## config.mk

```make
export PLATFORM = sky130hd
export DESIGN_NAME = sd_rx_block_packer
export DESIGN_NICKNAME = d
export VERILOG_FILES = /design/src/rtl/sd_rx_block_packer.sv
export SDC_FILE = /design/constraint.sdc
export NUM_CORES = 1
export LEC_CHECK = 0
export CAP_MARGIN = 20
export CORE_MARGIN = 2
export CORE_UTILIZATION = 36
export CTS_CLUSTER_DIAMETER = 200
export CTS_CLUSTER_SIZE = 10
export DETAILED_ROUTE_END_ITERATION = 8
export GPL_TIMING_DRIVEN = 0
export SYNTH_ARGS = -nofsm -noshare
export SYNTH_HDL_FRONTEND = slang
export SYNTH_SLANG_ARGS = --single-unit
export TNS_END_PERCENT = 20
```

## constraint.sdc

```tcl
create_clock -name clk -period 3.7 [get_ports clk]
set_input_delay 0.74 -clock clk [delete_from_list [all_inputs] [get_ports clk]]
set_output_delay 0.74 -clock clk [all_outputs]
set_load 0.02 [all_outputs]
```

## src/rtl/sd_rx_block_packer.sv

```systemverilog
// Packs SD receive bytes into 64-bit words and fills ping-pong 64-word banks of the block RAM.
// Latency: one registered write cycle after the 8th byte of a group is accepted.
// Backpressure: none on bytes in FILL; a start with no free bank is refused and flagged on ovr_err.
module sd_rx_block_packer #(
    parameter bit BIG_ENDIAN = 1'b1
) (
    input  logic        clk,
    input  logic        reset,
    input  logic        start,
    input  logic        abort,
    input  logic [7:0]  byte_in,
    input  logic        byte_vld,
    input  logic [1:0]  bank_release,
    output logic [7:0]  bram_addr,
    output logic [63:0] bram_datain,
    output logic        bram_wr,
    output logic        blk_done,
    output logic        blk_bank,
    output logic [1:0]  bank_full,
    output logic        busy,
    output logic        ovr_err
);

    localparam logic [0:0] S_IDLE = 1'b0;
    localparam logic [0:0] S_FILL = 1'b1;

    logic [0:0]  state;
    logic        wb;
    logic [2:0]  byte_cnt;
    logic [5:0]  word_cnt;
    logic [63:0] asm_q;
    logic [63:0] asm_next;
    logic [1:0]  full_rel;

    // Releases apply before the free-check and before a same-cycle set, so the set wins.
    always_comb begin
        asm_next = BIG_ENDIAN ? {asm_q[55:0], byte_in} : {byte_in, asm_q[63:8]};
        full_rel = bank_full & ~bank_release;
    end

    always_ff @(posedge clk) begin
        if (reset) begin
            state       <= S_IDLE;
            wb          <= 1'b0;
            byte_cnt    <= 3'd0;
            word_cnt    <= 6'd0;
            asm_q       <= 64'd0;
            bram_addr   <= 8'd0;
            bram_datain <= 64'd0;
            bram_wr     <= 1'b0;
            blk_done    <= 1'b0;
            blk_bank    <= 1'b0;
            bank_full   <= 2'b00;
            busy        <= 1'b0;
            ovr_err     <= 1'b0;
        end else begin
            bram_wr   <= 1'b0;
            blk_done  <= 1'b0;
            ovr_err   <= 1'b0;
            bank_full <= full_rel;
            case (state)
                S_IDLE: begin
                    if (start) begin
                        if (!full_rel[wb]) begin
                            state    <= S_FILL;
                            busy     <= 1'b1;
                            byte_cnt <= 3'd0;
                            word_cnt <= 6'd0;
                        end else begin
                            ovr_err <= 1'b1;
                        end
                    end
                end
                S_FILL: begin
                    if (abort) begin
                        state    <= S_IDLE;
                        busy     <= 1'b0;
                        byte_cnt <= 3'd0;
                        word_cnt <= 6'd0;
                    end else if (byte_vld) begin
                        asm_q    <= asm_next;
                        byte_cnt <= byte_cnt + 3'd1;
                        if (byte_cnt == 3'd7) begin
                            bram_wr     <= 1'b1;
                            bram_addr   <= {1'b0, wb, word_cnt};
                            bram_datain <= asm_next;
                            word_cnt    <= word_cnt + 6'd1;
                            if (word_cnt == 6'd63) begin
                                blk_done  <= 1'b1;
                                blk_bank  <= wb;
                                bank_full <= full_rel | (wb ? 2'b10 : 2'b01);
                                wb        <= ~wb;
                                state     <= S_IDLE;
                                busy      <= 1'b0;
                            end
                        end
                    end
                end
                default: begin
                    state <= S_IDLE;
                    busy  <= 1'b0;
                end
            endcase
        end
    end

endmodule
```

# Word-level counts from Yosys, hierarchy flattened
# Index checks and enable logic that the tools add are counted.
# op_classes
n_addsub	2
n_lt_le_gt_ge	1
eq_ne	7
mux	36
bitwise	9
n_reduce_logical	9
# op_table
op	count
$mux W6	5
$mux W1	17
$mux W2	6
$mux W3	4
$pmux W6 S2	1
$reduce_and A5 Y1	2
$reduce_and A4 Y1	2
$add A6 B1 Y6 const B	1
$eq A6 B6 Y1 const B	1
$ne A3 B2 Y1 const B	2
$not A1 Y1	6
$pmux W3 S2	1
$reduce_and A3 Y1	2
$reduce_or A5 Y1	1
$ne A2 B2 Y1 const B	2
$pmux W1 S2	2
$reduce_or A4 Y1	1
$add A3 B1 Y3 const B	1
$eq A3 B3 Y1 const B	1
$ne A3 B3 Y1 const B	1
$reduce_or A3 Y1	1
$and A2 B2 Y2	1
$lt A1 B2 Y1 const B	1
$not A2 Y2	1
$or A2 B2 Y2	1
# word_totals
register_bits	145
in_bits	15
output_inout_bits	79

# Longest topological paths before layout
# depth
depth_word	8
ltp_mapped	7
depth_no_buf	5

# Worst setup path before layout
# No wires, ideal clock.
# synth_path
path_type	input to register
start	in abort
end	reg bank_full[1]
setup_time_ns	0.067
arrival_time_ns	1.599
required_ns	3.633
setup_slack_ns	2.033
stages	3
path_cell_list	nand4b_2 -> or4_4 -> a21oi_2
# synth_between
elab_chain_cells	2
# synth_rtl
item	line	text
start: declaration	10	input logic abort,
$mux W2	75	if (abort) begin
$mux W2	61	case (state)
end signal: assignment	60	bank_full <= full_rel;
end signal: assignment	91	bank_full <= full_rel | (wb ? 2'b10 : 2'b01);
end: declaration	19	output logic [1:0] bank_full,
# No other way between the ends.
# A chain may end at the register's enable or synchronous reset.

# Worst setup path in the final report
# layout_path
start	reg bank_full[1]
end	out bank_full[1]
# No word-level cell between the ends.

==> metrics.md <==
| Metric | Value |
|---|---|
| Status | complete, no violations |
| Critical path origin | bank_full[1]$_SDFF_PP0_ |
| Hold_sp | bram_datain[45]$_SDFFE_PP0P_ |
| Net switching fraction of the power | 20.4% |
| Register area share after synthesis | 55.9% |
| Largest net degree at the start of global routing | 17 |
| Slowest Stage Delay on Critical Path | 620 ps |
| Port bufs | 92 |
| Post-synth net total | 663 |
| Reg power frac | 47.7% |
| Max frequency | 0.462 GHz |
| Global Route Usage Sum | 18.4% |
| Worst setup EP type | output pin |
| Post-DP HPWL | 9870 µm |
| Initial DRC count | 231 |
| Simple-gate share of the synthesized area | 22.8% |
| Synth warn | 0 |
| R2r setup slk | 1850 ps |
| CTS tree | done |
| Layout net count | 774 |
| Int Power | 2620 µW |
| Synth Area in XOR/XNOR | 0.169% |
| Compound-Gate Fraction of Synth Area | 15.4% |
| Slew margin rel. | 47.7% |
| Initial antenna violation count | 0 |
| CTS buffer count | 17 |
| Chip height | 124 µm |
| Top cells by area, synth | dfxtp_1 (56%), nand2_1 (19%), a21oi_1 (13%), buf_2 (2.2%), clkbuf_1 (1.4%) |
| Clock Sinks | 145 |
| Row count | 43 |
| Maximum VDD drop | 260 µV |
| CP Launch Type | register |
| Cell taking the most area after synthesis | dfxtp_1 |
| Power Dens Cells | 477 mW/mm² |
| Chip Width | 124 µm |
| R2R Path Start | byte_cnt[0]$_SDFFE_PP0P_ |
| Library cells used by synthesis | 38 |
| Fin crit period | 2160 ps |
| Final Setup Violations | 0 |
| Cell count after synthesis | 645 |
| Number of synthesized flops with an enable pin | 0 |
| CP max FO | 3 |
| Clock Latency Late Sink | 420 ps |
| Total routed wirelength | 13600 µm |
| Clk_skew | 10.6 ps |
| Family with the most delay on the worst path | buffers and inverters |
| Post-CTS setup buffers | 0 |
| Max-cap violations | 0 |
| CP Cell Sequence | clkdlybuf4s50_1 |
| HP Class | register to register |
| WP data arrival | 1420 ps |
| RSZ-0062 raised after global routing | no |
| Vias per cell | 4.87 |
| WS Path Type | register to output pin |
| Initial Util | 37.1% |
| Mapped Area | 0.00519 mm² |
| Number of fill cells | 1367 |
| DP Area | 0.00634 mm² |
| Lkg Pwr | 0.00233 µW |
| Least-Margin Pin Slew | 780 ps |
| Async SR Flop Fraction | 0% |
| Htree depth | 4 |
| CTS Buffer Depth | 2 |
| Post-cts sizing count | 0 |
| Via count | 4616 |
| Final Cycle Share | 58.4% |
| Clk pwr share | 49.4% |
| Final ANT Viol Nets | 0 |
| Mux contribution to synthesized area | 0.386% |
| Setup TNS | 0 ps |
| I/O pin count | 94 |
| CTS Root Cell | clkbuf_16 |
| Wirelength per Cell | 14.4 µm |
| Final Util | 49.4% |
| Max-slew violation count | 0 |
| GPL Wtd Cong | 0.820 |
| Critical-path top delay cell | clkdlybuf4s50_1 |
| Largest family of logic cells by synthesized area | simple AND/OR/NAND/NOR gates |
| Share of the synthesized area in the top cell type | 55.9% |
| Power Total | 3290 µW |
| Ys flop type | dfxtp_1 |
| First drt pass iteration count | 5 |
| Drt drc | 0 |
| Gate power share | 2.9% |
| Flops & latches, synth | 145 |
| Die area | 0.0154 mm² |
| Share of layout cells above drive strength 1 | 7.94% |
| Core Area | 0.0140 mm² |
| Final instance area | 0.00691 mm² |
| Hold Buf Count CTS | 0 |
| Diode count | 0 |
| Grt ovf | 0 |
| Vias in the first global route | 4496 |
| Hold Fails Final Rpt | 0 |
| First-pass GRT wire length | 21800 µm |
| CP bufs+invs | 1 |
| Post-synthesis adder-cell area fraction | 0.723% |
| Critical Path RT | 2960 ps |
| Avg Cell Area, Syn | 8.05 µm² |
| Clock Pin Slew Worst Setup and Hold Paths | 60 ps |
| Area growth syn-to-layout | 33.0% |
| Psw | 671 µW |
==> stage by stage <==
step / hold slack [ps] / setup slack [ps] / std cells
2_1_floorplan: 432 / 2030 / 645
3_3_place_gp: 444 / 1140 / 917
3_5_place_dp: 447 / 1170 / 917
4_1_cts: 454 / 1520 / 948
5_1_grt: 471 / 1470 / 948
6_report: 453 / 1540 / 948
==> cell type report <==
cell class	count	area, µm²	share of cell area, %
multi-input cells	449	2050	29.7
clock buffers	26	519	7.52
inverters	5	18.8	0.272
repair buffers	92	921	13.3
plain buffers	46	216	3.13
well taps	180	225	3.26
clock inverters	5	50.0	0.725
flip-flops and latches	145	2900	42.0
==> kinds of logic after synthesis <==
kind of cell / count (synthesis)
flops: 145
fa+ha+maj: 3
simple gates: 290
other cells: 1
buf+inv: 51
compound gates: 152
mux: 2
xor+xnor: 1
==> worst paths after layout <==
path | endpoint | cells after the start
setup / recovery | bank_full[1] | 1
hold / removal | bram_datain[45]$_SDFFE_PP0P_ | 2
setup reg to reg | bram_datain[62]$_SDFFE_PP0P_ | 7
hold reg to reg | bram_datain[45]$_SDFFE_PP0P_ | 2
==> Yosys cell counts, types with 2 or more instances <==
| library cell | n |
|---|---|
| a21oi_1 | 136 |
| a21oi_2 | 2 |
| and3b_1 | 2 |
| buf_2 | 23 |
| buf_4 | 2 |
| clkbuf_1 | 19 |
| dfxtp_1 | 145 |
| ha_1 | 3 |
| inv_1 | 5 |
| mux2i_1 | 2 |
| nand2_1 | 258 |
| nand2b_1 | 4 |
| nand3_1 | 3 |
| nor2_1 | 5 |
| nor3_1 | 3 |
| o21ai_0 | 3 |
| o31ai_1 | 4 |
| or3_1 | 4 |
| or4_1 | 2 |
| or4_4 | 2 |
==> layer usage <==
metal	wire [µm]	track usage, %	part of all wire (%)
met1	6050	22.8	44
met2	6710	30.2	49
met3	702	5.59	5.2
met4	156	6.53	1.1
met5	0	0	0
==> placed cells by master (no fill, tap or decap), drive strengths merged <==
cell type / instances
nand4b: 1
or2: 1
buf: 27
a41o: 1
clkinv: 4
o31ai: 5
conb: 1
or4: 4
nand2b: 4
o22ai: 1
nand3: 3
xor2: 1
clkdlybuf4s50: 92
nor3b: 1
mux2i: 2
clkbuf: 45
o32ai: 1
o311ai: 1
bufinv: 1
o21ai: 4
nand3b: 1
nor2: 5
ha: 3
or3: 4
and4b: 1
nand4: 1
inv: 5
and3b: 2
a21oi: 138
o211ai: 1
nand2: 258
dfxtp: 145
and3: 1
nor3: 3
==> worst min-delay path: stages (launching register included) <==
cell and delay, ps:
dfxtp_1 300, nand2_1 50, a21oi_1 50
==> power by group through the flow <==
stage	combinational, µW	sequential [µW]	clock [µW]
final	94.1	1570	1630
after CTS	94.4	1570	1650
after global placement	91.9	1600	0
after floorplan	51.3	1600	0
after global routing	103	1570	1730
after detailed placement	93.3	1610	0
==> sequential cells by signal, indices dropped and copies added, names as in the netlist <==
signal       cells
ovr_err          1
bram_wr          1
state            1
word_cnt         6
blk_bank         1
blk_done         1
byte_cnt         3
busy             1
wb               1
asm_q           56
bram_addr        7
bank_full        2
bram_datain     64
(Power assumes the default switching activity.)
